**src/rtl/seq_pkg.sv**
```systemverilog
// ---------------------------------------------------------------------------
// seq_pkg
// Shared definitions for the Moore sequencer blocks.
//   - mode_e : 2-bit pattern/mode encoding, produced by the button/state
//              block and consumed by led_sequencer.
//   - dir_e  : travel direction of the PING pattern.
//   - cntWidth() : counter width helper that never returns less than 1 bit.
// No ports (package).
// ---------------------------------------------------------------------------
package seq_pkg;

  typedef enum logic [1:0] {
    MODE_OFF   = 2'b00,
    MODE_RUN   = 2'b01,
    MODE_BLINK = 2'b10,
    MODE_PING  = 2'b11
  } mode_e;

  typedef enum logic {
    DIR_UP   = 1'b0,
    DIR_DOWN = 1'b1
  } dir_e;

  // A terminal count of 1 still needs a 1-bit register to exist.
  function automatic int cntWidth(input int n);
    return (n <= 1) ? 1 : $clog2(n);
  endfunction

endpackage

```
**src/rtl/led_sequencer_step_timer.sv**
```systemverilog
// ---------------------------------------------------------------------------
// step_timer
// Divides the shared 1 kHz tick_mf strobe down to one pattern step every
// STEP_TICKS strobes.
// Ports:
//   clk     in  system clock
//   rst_n   in  asynchronous active-low reset
//   tick_mf in  single-clk 1 kHz strobe
//   clr     in  restart the count from 0 (mode change); beats a step event
//   en      in  counting allowed (pattern not OFF); count sits at 0 otherwise
//   o_fire  out combinational: this clk's edge completes a step
//   step    out registered one-clk pulse, high the clk after o_fire
// Parameter: STEP_TICKS (>=1) tick_mf pulses per step.
// ---------------------------------------------------------------------------
module step_timer
  import seq_pkg::*;
#(
  parameter int STEP_TICKS = 250
) (
  input  logic clk,
  input  logic rst_n,
  input  logic tick_mf,
  input  logic clr,
  input  logic en,
  output logic o_fire,
  output logic step
);

  localparam int CNT_W = cntWidth(STEP_TICKS);
  localparam logic [CNT_W-1:0] CNT_LAST = CNT_W'(STEP_TICKS - 1);

  logic [CNT_W-1:0] r_tickCnt;

  // A clear on the same clk as the terminal tick suppresses the step.
  assign o_fire = en && !clr && tick_mf && (r_tickCnt == CNT_LAST);

  always_ff @(posedge clk or negedge rst_n) begin
    if (!rst_n) begin
      r_tickCnt <= '0;
      step      <= 1'b0;
    end else begin
      step <= o_fire;
      if (clr || !en) begin
        r_tickCnt <= '0;
      end else if (tick_mf) begin
        r_tickCnt <= o_fire ? '0 : r_tickCnt + CNT_W'(1);
      end
    end
  end

endmodule

```
**src/rtl/led_sequencer.sv**
```systemverilog
// ---------------------------------------------------------------------------
// led_sequencer
// Output side of the Moore sequencer: turns the 2-bit mode into a timed LED
// pattern (OFF, RUN chase, BLINK all, PING bounce). The pattern restarts
// from its first position whenever the mode changes.
// Ports:
//   clk        in  system clock
//   rst_n      in  asynchronous active-low reset
//   tick_mf    in  single-clk 1 kHz strobe
//   mode       in  [1:0] requested pattern (see seq_pkg::mode_e)
//   brightness in  [PWM_BITS-1:0] duty = brightness/2^PWM_BITS
//                  (present only when LED_PWM_EN is defined)
//   led        out [N_LEDS-1:0] registered LED drive
//   step       out one-clk pulse on every pattern step
// Parameters: N_LEDS (>=2), STEP_TICKS (>=1), PWM_BITS (>=1).
// Configuration macro: LED_PWM_EN adds brightness gating via a free-running
// PWM counter; without it led is the plain pattern.
// Latency: new mode visible on led 2 clk after mode changes; a step advance
// is visible on led 1 clk after the step pulse.
// ---------------------------------------------------------------------------
module led_sequencer
  import seq_pkg::*;
#(
  parameter int N_LEDS     = 4,
  parameter int STEP_TICKS = 250,
  parameter int PWM_BITS   = 3
) (
  input  logic              clk,
  input  logic              rst_n,
  input  logic              tick_mf,
  input  logic [1:0]        mode,
`ifdef LED_PWM_EN
  input  logic [PWM_BITS-1:0] brightness,
`endif
  output logic [N_LEDS-1:0] led,
  output logic              step
);

  localparam int POS_W = $clog2(N_LEDS);
  localparam logic [POS_W-1:0] POS_LAST = POS_W'(N_LEDS - 1);

  if (N_LEDS < 2 || STEP_TICKS < 1 || PWM_BITS < 1) begin : g_paramCheck
    $error("led_sequencer: illegal parameter set");
  end

  mode_e             r_modeQ;
  logic [POS_W-1:0]  r_pos;
  dir_e              r_dir;
  logic              r_blink;
  logic              w_chg;
  logic              w_en;
  logic              w_fire;
  logic [N_LEDS-1:0] w_pattern;

  // A glitch that returns within one clk still registers as two changes.
  assign w_chg = (mode != r_modeQ);
  assign w_en  = (r_modeQ != MODE_OFF);

  step_timer #(
    .STEP_TICKS(STEP_TICKS)
  ) u_stepTimer (
    .clk    (clk),
    .rst_n  (rst_n),
    .tick_mf(tick_mf),
    .clr    (w_chg),
    .en     (w_en),
    .o_fire (w_fire),
    .step   (step)
  );

  // Pattern position state. PING reverses at each end without repeating the
  // endpoint, so the turn-around step simply moves one place the other way.
  always_ff @(posedge clk or negedge rst_n) begin
    if (!rst_n) begin
      r_modeQ <= MODE_OFF;
      r_pos   <= '0;
      r_dir   <= DIR_UP;
      r_blink <= 1'b0;
    end else if (w_chg) begin
      r_modeQ <= mode_e'(mode);
      r_pos   <= '0;
      r_dir   <= DIR_UP;
      r_blink <= 1'b1;
    end else if (w_fire) begin
      case (r_modeQ)
        MODE_RUN: begin
          r_pos <= (r_pos == POS_LAST) ? '0 : r_pos + POS_W'(1);
        end
        MODE_BLINK: begin
          r_blink <= ~r_blink;
        end
        MODE_PING: begin
          if (r_dir == DIR_UP) begin
            if (r_pos == POS_LAST) begin
              r_dir <= DIR_DOWN;
              r_pos <= r_pos - POS_W'(1);
            end else begin
              r_pos <= r_pos + POS_W'(1);
            end
          end else begin
            if (r_pos == '0) begin
              r_dir <= DIR_UP;
              r_pos <= r_pos + POS_W'(1);
            end else begin
              r_pos <= r_pos - POS_W'(1);
            end
          end
        end
        default: begin
        end
      endcase
    end
  end

  // Pattern decode from the registered mode and position.
  always_comb begin
    w_pattern = '0;
    case (r_modeQ)
      MODE_RUN, MODE_PING: w_pattern[r_pos] = 1'b1;
      MODE_BLINK:          w_pattern = {N_LEDS{r_blink}};
      default:             w_pattern = '0;
    endcase
  end

`ifdef LED_PWM_EN
  logic [PWM_BITS-1:0] r_pwmCnt;
  logic                w_pwmOn;

  assign w_pwmOn = (r_pwmCnt < brightness);

  // Brightness gating shares the single led register stage.
  always_ff @(posedge clk or negedge rst_n) begin
    if (!rst_n) begin
      r_pwmCnt <= '0;
      led      <= '0;
    end else begin
      r_pwmCnt <= r_pwmCnt + PWM_BITS'(1);
      led      <= w_pattern & {N_LEDS{w_pwmOn}};
    end
  end
`else
  always_ff @(posedge clk or negedge rst_n) begin
    if (!rst_n) begin
      led <= '0;
    end else begin
      led <= w_pattern;
    end
  end
`endif

endmodule
```
**config.mk**
```make
export PLATFORM = sky130hd
export DESIGN_NAME = led_sequencer
export DESIGN_NICKNAME = d
export VERILOG_FILES = /design/src/rtl/seq_pkg.sv /design/src/rtl/led_sequencer_step_timer.sv /design/src/rtl/led_sequencer.sv
export SDC_FILE = /design/constraint.sdc
export NUM_CORES = 1
export LEC_CHECK = 0
export ABC_AREA = 1
export CAP_MARGIN = 40
export CORE_MARGIN = 10
export CORE_UTILIZATION = 44
export DETAILED_ROUTE_END_ITERATION = 12
export GPL_TIMING_DRIVEN = 0
export PLACE_DENSITY = 0.62
export SYNTH_ARGS = -nofsm -noshare
export SYNTH_HDL_FRONTEND = slang
export SYNTH_HIERARCHICAL = 1
export SYNTH_SLANG_ARGS = --single-unit
```
**constraint.sdc**
```tcl
create_clock -name clk -period 3.1 [get_ports clk]
set_clock_uncertainty 0.1 [all_clocks]
set_input_delay 0.465 -clock clk [delete_from_list [all_inputs] [get_ports clk]]
set_output_delay 0.465 -clock clk [all_outputs]
set_load 0.01 [all_outputs]
```
# [Word level (Yosys, flattened, before mapping)]
# Cells that the tools add are included.
[totals] regBits=19 in_bits=5 wordCells=59
[classes] addsub=3 magnitude_cmp=2 eq_ne=6 mux=22 bitwise_logic=1 n_reduce_logical=18
[op_table] operator="$mux 8" n=3
[op_table] operator="$mux 2" n=6
[op_table] operator="$mux 1" n=10
[op_table] operator="$reduce_bool 2->1" n=5
[op_table] operator="$add 8x1->8 const B" n=1
[op_table] operator="$eq 8x8->1 const B" n=1
[op_table] operator="$pmux 4 s2" n=1
[op_table] operator="$eq 2x2->1 const B" n=3
[op_table] operator="$reduce_and 2->1" n=3
[op_table] operator="$logic_and 1x1->1" n=4
[op_table] operator="$pmux 2 s2" n=1
[op_table] operator="$lt 2x3->1 const B" n=1
[op_table] operator="$reduce_bool 3->1" n=1
[op_table] operator="$add 2x1->2 const B" n=1
[op_table] operator="$demux 1 s2" n=1
[op_table] operator="$eq 2x1->1 const B" n=1
[op_table] operator="$ge 2x1->1 const B" n=1
[op_table] operator="$logic_not 1->1" n=2
[op_table] operator="$logic_not 2->1" n=1
[op_table] operator="$ne 2x2->1" n=1
[op_table] operator="$reduce_or 2->1" n=1
[op_table] operator="$sub 2x1->2 const B" n=1
[op_table] operator="$logic_or 1x1->1" n=1
[op_table] operator="$not 1->1" n=1

# [Logic depth before layout (Yosys ltp)]
# Gate-level depths: netlist (run 1).
[depth] ltp_word=8 ltp_mapped=15 ltp_nobuf=15

# [Modules after synthesis]
# The synthesis (run 1) kept the hierarchy.
[modules_own_cells] module="step_timer" instances=1 cells_each=69 area_each_um2=615.6
[modules_own_cells] module="led_sequencer" instances=1 cells_each=76 area_each_um2=580.6

# [Worst setup path before layout (run 1)]
# Ideal clock, no wire load.
[synth_timing] kind="flip-flop to flip-flop" from="reg r_modeQ[0]" to="reg r_pos[0]" setup_ns=0.063 t_arrival_ns=1.589 slack_ns=1.349 path_stages_with_launch=15 path_buffers=1 cell_sequence="dfrtp_1 buf_4 xnor2_2 nand2_1 inv_1 nand2_2 inv_1 nand2_1 nor2_1 nand2_1 nor2_1 nand2_1 nand2_1 nand2_1 inv_1"
[synth_via] elab_chain_cells=7
[synth_rtl] element="from (decl)" line_no="led_sequencer.sv:46" text="mode_e r_modeQ;"
[synth_rtl] element="from (signal assigned)" line_no="led_sequencer.sv:80" text="r_modeQ <= mode_e'(mode);"
[synth_rtl] element="$ne 2x2->1" line_no="led_sequencer.sv:56" text="assign w_chg = (mode != r_modeQ);"
[synth_rtl] element="named net w_chg" line_no="led_sequencer.sv:50" text="logic w_chg;"
[synth_rtl] element="$logic_not 1->1" line_no="led_sequencer_step_timer.sv:35" text="assign o_fire = en && !clr && tick_mf && (r_tickCnt == CNT_LAST);"
[synth_rtl] element="$logic_and 1x1->1 (3 in series)" line_no="led_sequencer_step_timer.sv:35"
[synth_rtl] element="named net w_fire" line_no="led_sequencer.sv:52" text="logic w_fire;"
[synth_rtl] element="$reduce_bool 2->1 (no line)"
[synth_rtl] element="$reduce_and 2->1 (no line)"
[synth_rtl] element="to (signal assigned)" line_no="led_sequencer.sv:87" text="r_pos <= (r_pos == POS_LAST) ? '0 : r_pos + POS_W'(1);"
[synth_rtl] element="to (signal assigned)" line_no="led_sequencer.sv:96" text="r_pos <= r_pos - POS_W'(1);"
[synth_rtl] element="to (signal assigned)" line_no="led_sequencer.sv:98" text="r_pos <= r_pos + POS_W'(1);"
[synth_rtl] element="to (decl)" line_no="led_sequencer.sv:47" text="logic [POS_W-1:0] r_pos;"
# The timed path passes the listed nets, and every way through them passes these cells. The select of a mux whose other input is x is not followed.
# A chain may end at the register's enable or synchronous reset.

# [Worst setup path after layout (run 1)]
[layout_timing] from="in mode[0]" to="reg r_pos[0]"
[layout_via] elab_chain_cells=7
[layout_rtl] element="from (decl)" line_no="led_sequencer.sv:31" text="input logic [1:0] mode,"
[layout_rtl] element="$ne 2x2->1" line_no="led_sequencer.sv:56"
[layout_rtl] element="named net w_chg" line_no="led_sequencer.sv:50"
[layout_rtl] element="$logic_not 1->1" line_no="led_sequencer_step_timer.sv:35"
[layout_rtl] element="$logic_and 1x1->1 (3 in series)" line_no="led_sequencer_step_timer.sv:35"
[layout_rtl] element="named net w_fire" line_no="led_sequencer.sv:52"
[layout_rtl] element="$reduce_bool 2->1 (no line)"
[layout_rtl] element="$reduce_and 2->1 (no line)"
# The timed path passes the listed nets, and every way through them passes these cells.

==> results of run 1 <==
## path summary, 6_finish.rpt
path	start	to	slack, ns	cells past startpoint
worst min-delay path	rst_n	r_pos[1]	0.35	1
max in group asynchronous	rst_n	u_stepTimer/r_tickCnt[4]	2.12	2
worst min register to register	r_blink	r_blink	0.42	2
min in group clk	r_blink	r_blink	0.42	2
worst max-delay path	mode[0]	r_pos[0]	0.92	14
worst max register to register	r_modeQ[0]	r_pos[0]	1.05	14
## metal layers
metal  routed length [um]  part of all wire, %
met5                    0                    0
met4                   13                 0.62
met3                  129                  6.2
met2                  911                   44
met1                 1035                   50
## state kept, by name (all words and copies together), names as in the netlist
name / count
led: 4
r_pos: 2
u_stepTimer/step: 1
r_blink: 1
u_stepTimer/r_tickCnt: 8
r_modeQ: 2
r_dir: 1
## area by class of cell
cell class | instances | area [um2] | area share, %
Buffer | 3 | 15.01 | 1.099
Clock buffer | 3 | 22.52 | 1.648
Clock inverter | 1 | 5.005 | 0.3663
Inverter | 21 | 78.83 | 5.769
Multi-Input combinational cell | 102 | 626.9 | 45.88
Sequential cell | 19 | 475.5 | 34.80
Tap cell | 30 | 37.54 | 2.747
Timing Repair Buffer | 10 | 105.1 | 7.692
## power groups by stage
stage / clock network (W) / registers (W) / logic, W
2_1_floorplan: 0 / 0.000262 / 0.0000298
3_3_place_gp: 0 / 0.000261 / 0.0000531
3_5_place_dp: 0 / 0.000261 / 0.0000565
4_1_cts: 0.000137 / 0.000256 / 0.0000567
5_1_grt: 0.000149 / 0.000257 / 0.0000626
6_report: 0.000129 / 0.000256 / 0.0000553
## cell families (layout without fill, tap and decap cells)
kind of cell	count (synthesis)	after routing	share of synthesized area, %
fa+ha+maj	7	7	7.322
buf+inv	24	38	7.845
compound gates	14	14	9.205
simple gates	78	78	33.06
flops	19	19	39.75
xor+xnor	3	3	2.825
## critical path: stages
cell and delay, ns:
sky130_fd_sc_hd__clkdlybuf4s50_1 0.56, sky130_fd_sc_hd__xnor2_2 0.14, sky130_fd_sc_hd__nand2_1 0.13, sky130_fd_sc_hd__inv_1 0.09, sky130_fd_sc_hd__nand2_2 0.09, sky130_fd_sc_hd__inv_1 0.09, sky130_fd_sc_hd__nand2_1 0.07, sky130_fd_sc_hd__nor2_1 0.25
sky130_fd_sc_hd__nand2_1 0.15, sky130_fd_sc_hd__nor2_1 0.10, sky130_fd_sc_hd__nand2_1 0.06, sky130_fd_sc_hd__nand2_1 0.05, sky130_fd_sc_hd__nand2_1 0.04, sky130_fd_sc_hd__inv_1 0.04
## cells in the final DEF (no fill, tap or decap), types with 2 or more instances in the layout
master / instances
sky130_fd_sc_hd__ha_1: 7
sky130_fd_sc_hd__o22ai_2: 3
sky130_fd_sc_hd__nor2_4: 2
sky130_fd_sc_hd__nor2_1: 8
sky130_fd_sc_hd__o21ai_0: 3
sky130_fd_sc_hd__dfrtp_1: 19
sky130_fd_sc_hd__nand3_1: 8
sky130_fd_sc_hd__inv_1: 18
sky130_fd_sc_hd__clkdlybuf4s50_1: 9
sky130_fd_sc_hd__nand2_4: 2
sky130_fd_sc_hd__nand2_2: 3
sky130_fd_sc_hd__a21oi_1: 3
sky130_fd_sc_hd__o21ai_2: 4
sky130_fd_sc_hd__nand2_1: 46
sky130_fd_sc_hd__clkbuf_4: 3
sky130_fd_sc_hd__inv_2: 3
sky130_fd_sc_hd__nor2_2: 3
sky130_fd_sc_hd__clkbuf_1: 2
## through the flow
stage               setup slack [ns]  hold WS, ns  cell area [um2]  total power (W)  std cells
finish                        0.9205       0.3508             1366        0.0004406        189
global route                  0.7014       0.3489             1366        0.0004689        189
CTS                           0.9108       0.3545             1366        0.0004502        189
detailed placement            0.5927       0.3946             1339        0.0003178        185
global placement              0.6022       0.3910             1324        0.0003141        184
floorplan                      1.349      0.06941             1196        0.0002920        145
==> metrics.log, run 1 <==
[metrics] status: finished, final reports clean
[metrics] Routed WL per cell: 11.06 um
[metrics] worst slew slack as a fraction of its limit: 71.76%
[metrics] Internal: 0.0003237 W
[metrics] number of enable-type register cells in the synthesized netlist: 0
[metrics] largest vdd supply drop: 0.0002645 V
[metrics] post-synthesis to final-layout area growth: 14.23%
[metrics] Yosys warning count: 6
[metrics] kind of end point of the critical path: flip-flop
[metrics] switching share of power: 26.53%
[metrics] maximum buffer depth of the clock tree: 2
[metrics] clk root buf: sky130_fd_sc_hd__clkbuf_4
[metrics] met2 GRT Util: 12.83%
[metrics] global routing's busiest layer: met2
[metrics] clock tree from TritonCTS: yes
[metrics] number of diodes: 0
[metrics] detailed-route vias per instance: 4.741
[metrics] Switching Power: 0.0001169 W
[metrics] share of flip-flops with an asynchronous set or reset: 100.0%
[metrics] Post-Synthesis Net Count: 157
[metrics] starting DRC count in detailed routing: 36
[metrics] hold buffer count at CTS: 0
[metrics] critical path start-end classification: input pin to flip-flop
[metrics] fraction of layout cells with a size suffix above 1: 19.50%
[metrics] final critical-path required period: 2.180 ns
[metrics] count of final hold-check violations: 0
[metrics] number of cells produced by synthesis: 145
[metrics] most area-consuming cells after synthesis: sky130_fd_sc_hd__dfrtp_1, sky130_fd_sc_hd__nand2_1, sky130_fd_sc_hd__ha_1
[metrics] Clock Sink Count: 19
[metrics] slew at the pin with the worst max-slew slack: 0.4222 ns
[metrics] final worst path period share: 70.31%
[metrics] RSZ-0062 raised after global routing: false
[metrics] final weighted congestion of routability-driven global placement: 0.7765
[metrics] most numerous cell in the Yosys netlist: sky130_fd_sc_hd__nand2_1
[metrics] post-layout util: 53.69%
[metrics] cell leakage power: 0.6965 nW
[metrics] TNS Setup: 0 ns
[metrics] largest area contributor in the netlist: sky130_fd_sc_hd__dfrtp_1
[metrics] portion of total power attributed to the clock network: 29.3%
[metrics] top cells by count, synth: sky130_fd_sc_hd__nand2_1, sky130_fd_sc_hd__dfrtp_1, sky130_fd_sc_hd__inv_1, sky130_fd_sc_hd__nand3_1, sky130_fd_sc_hd__nor2_1
[metrics] via count: 896
[metrics] quantity of gates resized following cts: 0
[metrics] Yosys reg bits: 19
[metrics] number of distinct library cells after synthesis: 27
[metrics] post-synthesis average cell area: 8.249 um2
[metrics] placement row count: 18
[metrics] post-CTS setup repair buffer count: 0
[metrics] share of total power in combinational logic: 12.5%
[metrics] Clock transition at path regs: 0.12 ns
[metrics] proportion of power drawn by flip-flops and latches: 58.2%
[metrics] core region area: 2545 um2
[metrics] I/O pin count: 10
[metrics] combined area of all synthesized cells: 1196 um2
[metrics] Port Buffer Count: 9
[metrics] Max-cap violations: 0
[metrics] Main synth FF type: sky130_fd_sc_hd__dfrtp_1
[metrics] post-synthesis sequential area ratio: 39.75%
[metrics] filler instances: 250
[metrics] total global routing track utilization: 8.792%
[metrics] full die area: 5204 um2
[metrics] Worst setup SP type: input pin
[metrics] Worst Path Required: 3.25 ns
[metrics] Detailed Routing Iterations Pass 1: 4
[metrics] met1 global-route usage: 11.47%
[metrics] DRC violation count after routing: 0
[metrics] antenna violation net count after detailed routing: 0
[metrics] area share of the largest cell type after synthesis: 39.75%
[metrics] number of buffers added by the clock tree synthesis step: 3
[metrics] effective utilization at floorplan: 47.00%
[metrics] vias in the first global route: 847
[metrics] H-Tree Level Count: 1
[metrics] antenna violations before repair: 0
[metrics] met3 Use GR: 4.082%
[metrics] Max Fanout on Critical Path: 4
[metrics] arrival time of the worst setup path: 2.33 ns
[metrics] die outline width: 72.14 um
[metrics] endpoints failing setup: 0
[metrics] total gr overflow: 0
[metrics] first-pass GRT wire length: 3739 um
[metrics] Chip Height: 72.14 um
[metrics] Hold WC Path Type: input pin to async pin
[metrics] total count of max-transition violations in the final report: 0
[metrics] half-perimeter wire length of the detailed placement result: 1683 um
[metrics] latest clock arrival within the worst-skew pair: 0.30 ns
[metrics] pin count of the biggest net entering global routing: 13
[metrics] wirelength, routed: 2090 um
[metrics] peak clock frequency supported by timing: 458.8 MHz
[metrics] power density relative to cell area: 322.5 nW/um2
[metrics] final-stage net count: 172
(Power assumes the default switching activity.)
==> inputs of run 2 (changes only) <==
--- a/config.mk
+++ b/config.mk
@@ -11,7 +11,7 @@
 export CORE_UTILIZATION = 44
 export DETAILED_ROUTE_END_ITERATION = 12
 export GPL_TIMING_DRIVEN = 0
-export PLACE_DENSITY = 0.62
+export PLACE_DENSITY = 0.65
 export SYNTH_ARGS = -nofsm -noshare
 export SYNTH_HDL_FRONTEND = slang
 export SYNTH_HIERARCHICAL = 1
==> constraint.sdc (replaced) <==
create_clock -name clk -period 2 [get_ports clk]
set_clock_uncertainty 0.1 [all_clocks]
set_input_delay 0.3 -clock clk [delete_from_list [all_inputs] [get_ports clk]]
set_output_delay 0.3 -clock clk [all_outputs]
set_load 0.01 [all_outputs]
==> run 2 against run 1 <==
- clock-buffer cell count did not move
- critical endpoint is now r_dir
- flip-flop and latch count did not move
- register-to-register slack got worse by 0.90 ns
- routed wire length rose by 1.8%
- non-clock buffer count rose by 1
- combinational power rose by 57%
- cell count rose by 0.53%
- global-route usage fell by 0.31 points
- sequential share of layout area fell by 0.50 points
- first-iteration DRC count did not move
- clock power rose by 52%
==> metrics.log, run 2 (synthesis results as in run 1) <==
[metrics] total global routing track utilization: 8.485% (-0.31 points)
[metrics] Setup crit start: r_modeQ[0]
[metrics] final-stage net count: 173 (+0.58%)
[metrics] total power: 0.0006797 W (+54%)
[metrics] final critical-path required period: 1.854 ns
[metrics] antenna violations before repair: 0 (unchanged)
[metrics] Max Fanout on Critical Path: 8 (+4)
[metrics] FF-to-FF Start: r_modeQ[0]
[metrics] Final Cell Area: 1386 um2 (+1.5%)
[metrics] worst setup slack for register-to-register paths: 0.15 ns (-0.90 ns)
[metrics] Worst Path Required: 2.12 ns (-1.13 ns)
[metrics] Routed WL per cell: 11.19 um (+1.2%)
[metrics] I/O pin count: 10 (unchanged)
[metrics] placement row count: 18 (unchanged)
[metrics] vias in the first global route: 855 (+0.94%)
[metrics] cell family with the largest share of critical-path delay: simple AND/OR/NAND/NOR gates
[metrics] setup slack after layout: 0.1459 ns (-0.7745 ns)
[metrics] count of buffering cells on the critical path with inverters included: 4 (unchanged)
[metrics] first-pass GRT wire length: 3705 um (-0.91%)
[metrics] combined flip-flop and latch cell area: 475.5 um2 (unchanged)
[metrics] worst slew slack as a fraction of its limit: 76.97% (+5.2 points)
[metrics] Hold WC Path Type: input pin to async pin
[metrics] crit path max-delay cell type: sky130_fd_sc_hd__dfrtp_1
[metrics] core region area: 2545 um2 (unchanged)
[metrics] Chip Height: 72.14 um (unchanged)
[metrics] biggest cell delay along the critical path: 0.38 ns (-0.18 ns)
[metrics] latest clock arrival within the worst-skew pair: 0.29 ns (about the same)
[metrics] cell leakage power: 0.7013 nW (+0.68%)
[metrics] DRC violation count after routing: 0 (unchanged)
[metrics] commonest non-fill, non-tap cell in the layout: sky130_fd_sc_hd__nand2_1
[metrics] peak clock frequency supported by timing: 539.4 MHz
[metrics] slew at the pin with the worst max-slew slack: 0.3443 ns (-0.07789 ns)
[metrics] antenna violation net count after detailed routing: 0 (unchanged)
[metrics] half-perimeter wire length of the detailed placement result: 1732 um (+2.9%)
[metrics] Worst setup SP type: flip-flop
[metrics] filler instances: 249 (-0.40%)
[metrics] effective utilization at floorplan: 47.00% (unchanged)
[metrics] full die area: 5204 um2 (unchanged)
[metrics] count of final hold-check violations: 0 (unchanged)
[metrics] number of diodes: 0 (unchanged)
[metrics] maximum buffer depth of the clock tree: 2 (unchanged)
[metrics] critical path cell sequence: buf_4 > xnor2_2 > nand2_1 > inv_1 > nand2_2 > inv_2 > nand2_2 > nor2_4 > inv_1 > nor2_1 > nand3_1 > a21oi_1
[metrics] Max-cap violations: 0 (unchanged)
[metrics] number of buffers added by the clock tree synthesis step: 3 (unchanged)
[metrics] Clock Sink Count: 19 (unchanged)
[metrics] worst hold slack: 0.1708 ns (-0.1800 ns)
[metrics] number of flip-flops in the largest register: 8 (unchanged)
[metrics] total count of max-transition violations in the final report: 0 (unchanged)
[metrics] final weighted congestion of routability-driven global placement: 0.8175 (+5.3%)
[metrics] pin count of the biggest net entering global routing: 15 (+2)
[metrics] Detailed Routing Iterations Pass 1: 4 (unchanged)
[metrics] commonest cells after routing, fill and taps aside: sky130_fd_sc_hd__nand2_1, sky130_fd_sc_hd__dfrtp_1, sky130_fd_sc_hd__inv_1, sky130_fd_sc_hd__clkdlybuf4s50_1, sky130_fd_sc_hd__nand3_1
[metrics] Top reg by flops: u_stepTimer/r_tickCnt
[metrics] clk root buf: sky130_fd_sc_hd__clkbuf_4
[metrics] Top Registers: u_stepTimer/r_tickCnt x8, led x4
[metrics] Clock transition at path regs: 0.12 ns (about the same)
[metrics] critical path start-end classification: flip-flop to flip-flop
[metrics] post-synthesis to final-layout area growth: 15.90%
[metrics] fraction of layout cells with a size suffix above 1: 22.50% (+3.0 points)
[metrics] die outline width: 72.14 um (unchanged)
[metrics] Port Buffer Count: 9 (unchanged)
[metrics] wirelength, routed: 2127 um (+1.8%)
[metrics] via count: 918 (+2.5%)
[metrics] detailed-route vias per instance: 4.832 (+1.9%)
[metrics] arrival time of the worst setup path: 1.97 ns (-0.36 ns)
[metrics] total gr overflow: 0 (unchanged)
[metrics] starting DRC count in detailed routing: 36 (unchanged)
[metrics] worst slack at placement: -0.3428 ns (-0.9355 ns)
[metrics] multi-input gate area in the final layout: 639.4 um2 (+2.0%)
[metrics] final worst path period share: 92.70%
[metrics] kind of end point of the critical path: flip-flop
[metrics] largest vdd supply drop: 0.0003756 V (+42%)
[metrics] status: finished, final reports clean
[metrics] H-Tree Level Count: 1 (unchanged)
[metrics] endpoints failing setup: 0 (unchanged)
[metrics] clock tree from TritonCTS: yes
[metrics] power density relative to cell area: 490.3 nW/um2 (+52%)
[metrics] post-layout util: 54.47% (+0.79 points)
[metrics] area after detailed placement: 1339 um2 (unchanged)
==> run 2: cell count changes in the layout (fill, tap and decap cells not counted), sizes merged <==
| cell | delta |
|---|---|
| buf | +1 |
==> run 2: stage by stage <==
step	TNS (ns)	std cells
2_1_floorplan	0	145
6_report	0	190
3_3_place_gp	-1.034	184
4_1_cts	0	189
5_1_grt	-0.002535	190
3_5_place_dp	-1.182	185
==> run 2: cell type report <==
class / count / share of cell area [%]
plain buffers: 3 / 1.083
clock buffers: 3 / 1.625
clock inverters: 1 / 0.3610
inverters: 21 / 5.686
multi-input cells: 102 / 46.12
flip-flops and latches: 19 / 34.30
well taps: 30 / 2.708
repair buffers: 11 / 8.123
==> run 2: power breakdown <==
part           leakage [nW]  internal [W]  switching [W]  total (W)
Combinational         0.434     0.0000360      0.0000506  0.0000866
Sequential            0.249      0.000392     0.00000587   0.000397
Clock                0.0177     0.0000742       0.000121   0.000196
==> run 2: per-layer routing <==
layer	GRT usage (%)	wire (um)	part of all wire [%]	up-vias
met5	0	0	0	-
li1	-	-	-	474
met4	1.935	12	0.56	0
met3	2.585	87	4.1	2
met1	10.76	1029	48	432
met2	13.70	997	47	10
==> run 2: path summary, 6_finish.rpt <==
kind	to	cells past startpoint
max reg2reg	r_dir	12
min in group clk	r_blink	2
min	led[1]	1
min reg2reg	r_blink	2
max	r_dir	12
max in group asynchronous	r_dir	2
==> run 2: what timing repair did <==
| action | 4_1_cts | 5_1_grt |
|---|---|---|
| setup buffers | 0 | 1 |
| hold buffers | 0 | 0 |
| gates resized for setup | 1 | 4 |
| setup endpoints to repair | 3 | 4 |
| pin swaps | 0 | 1 |
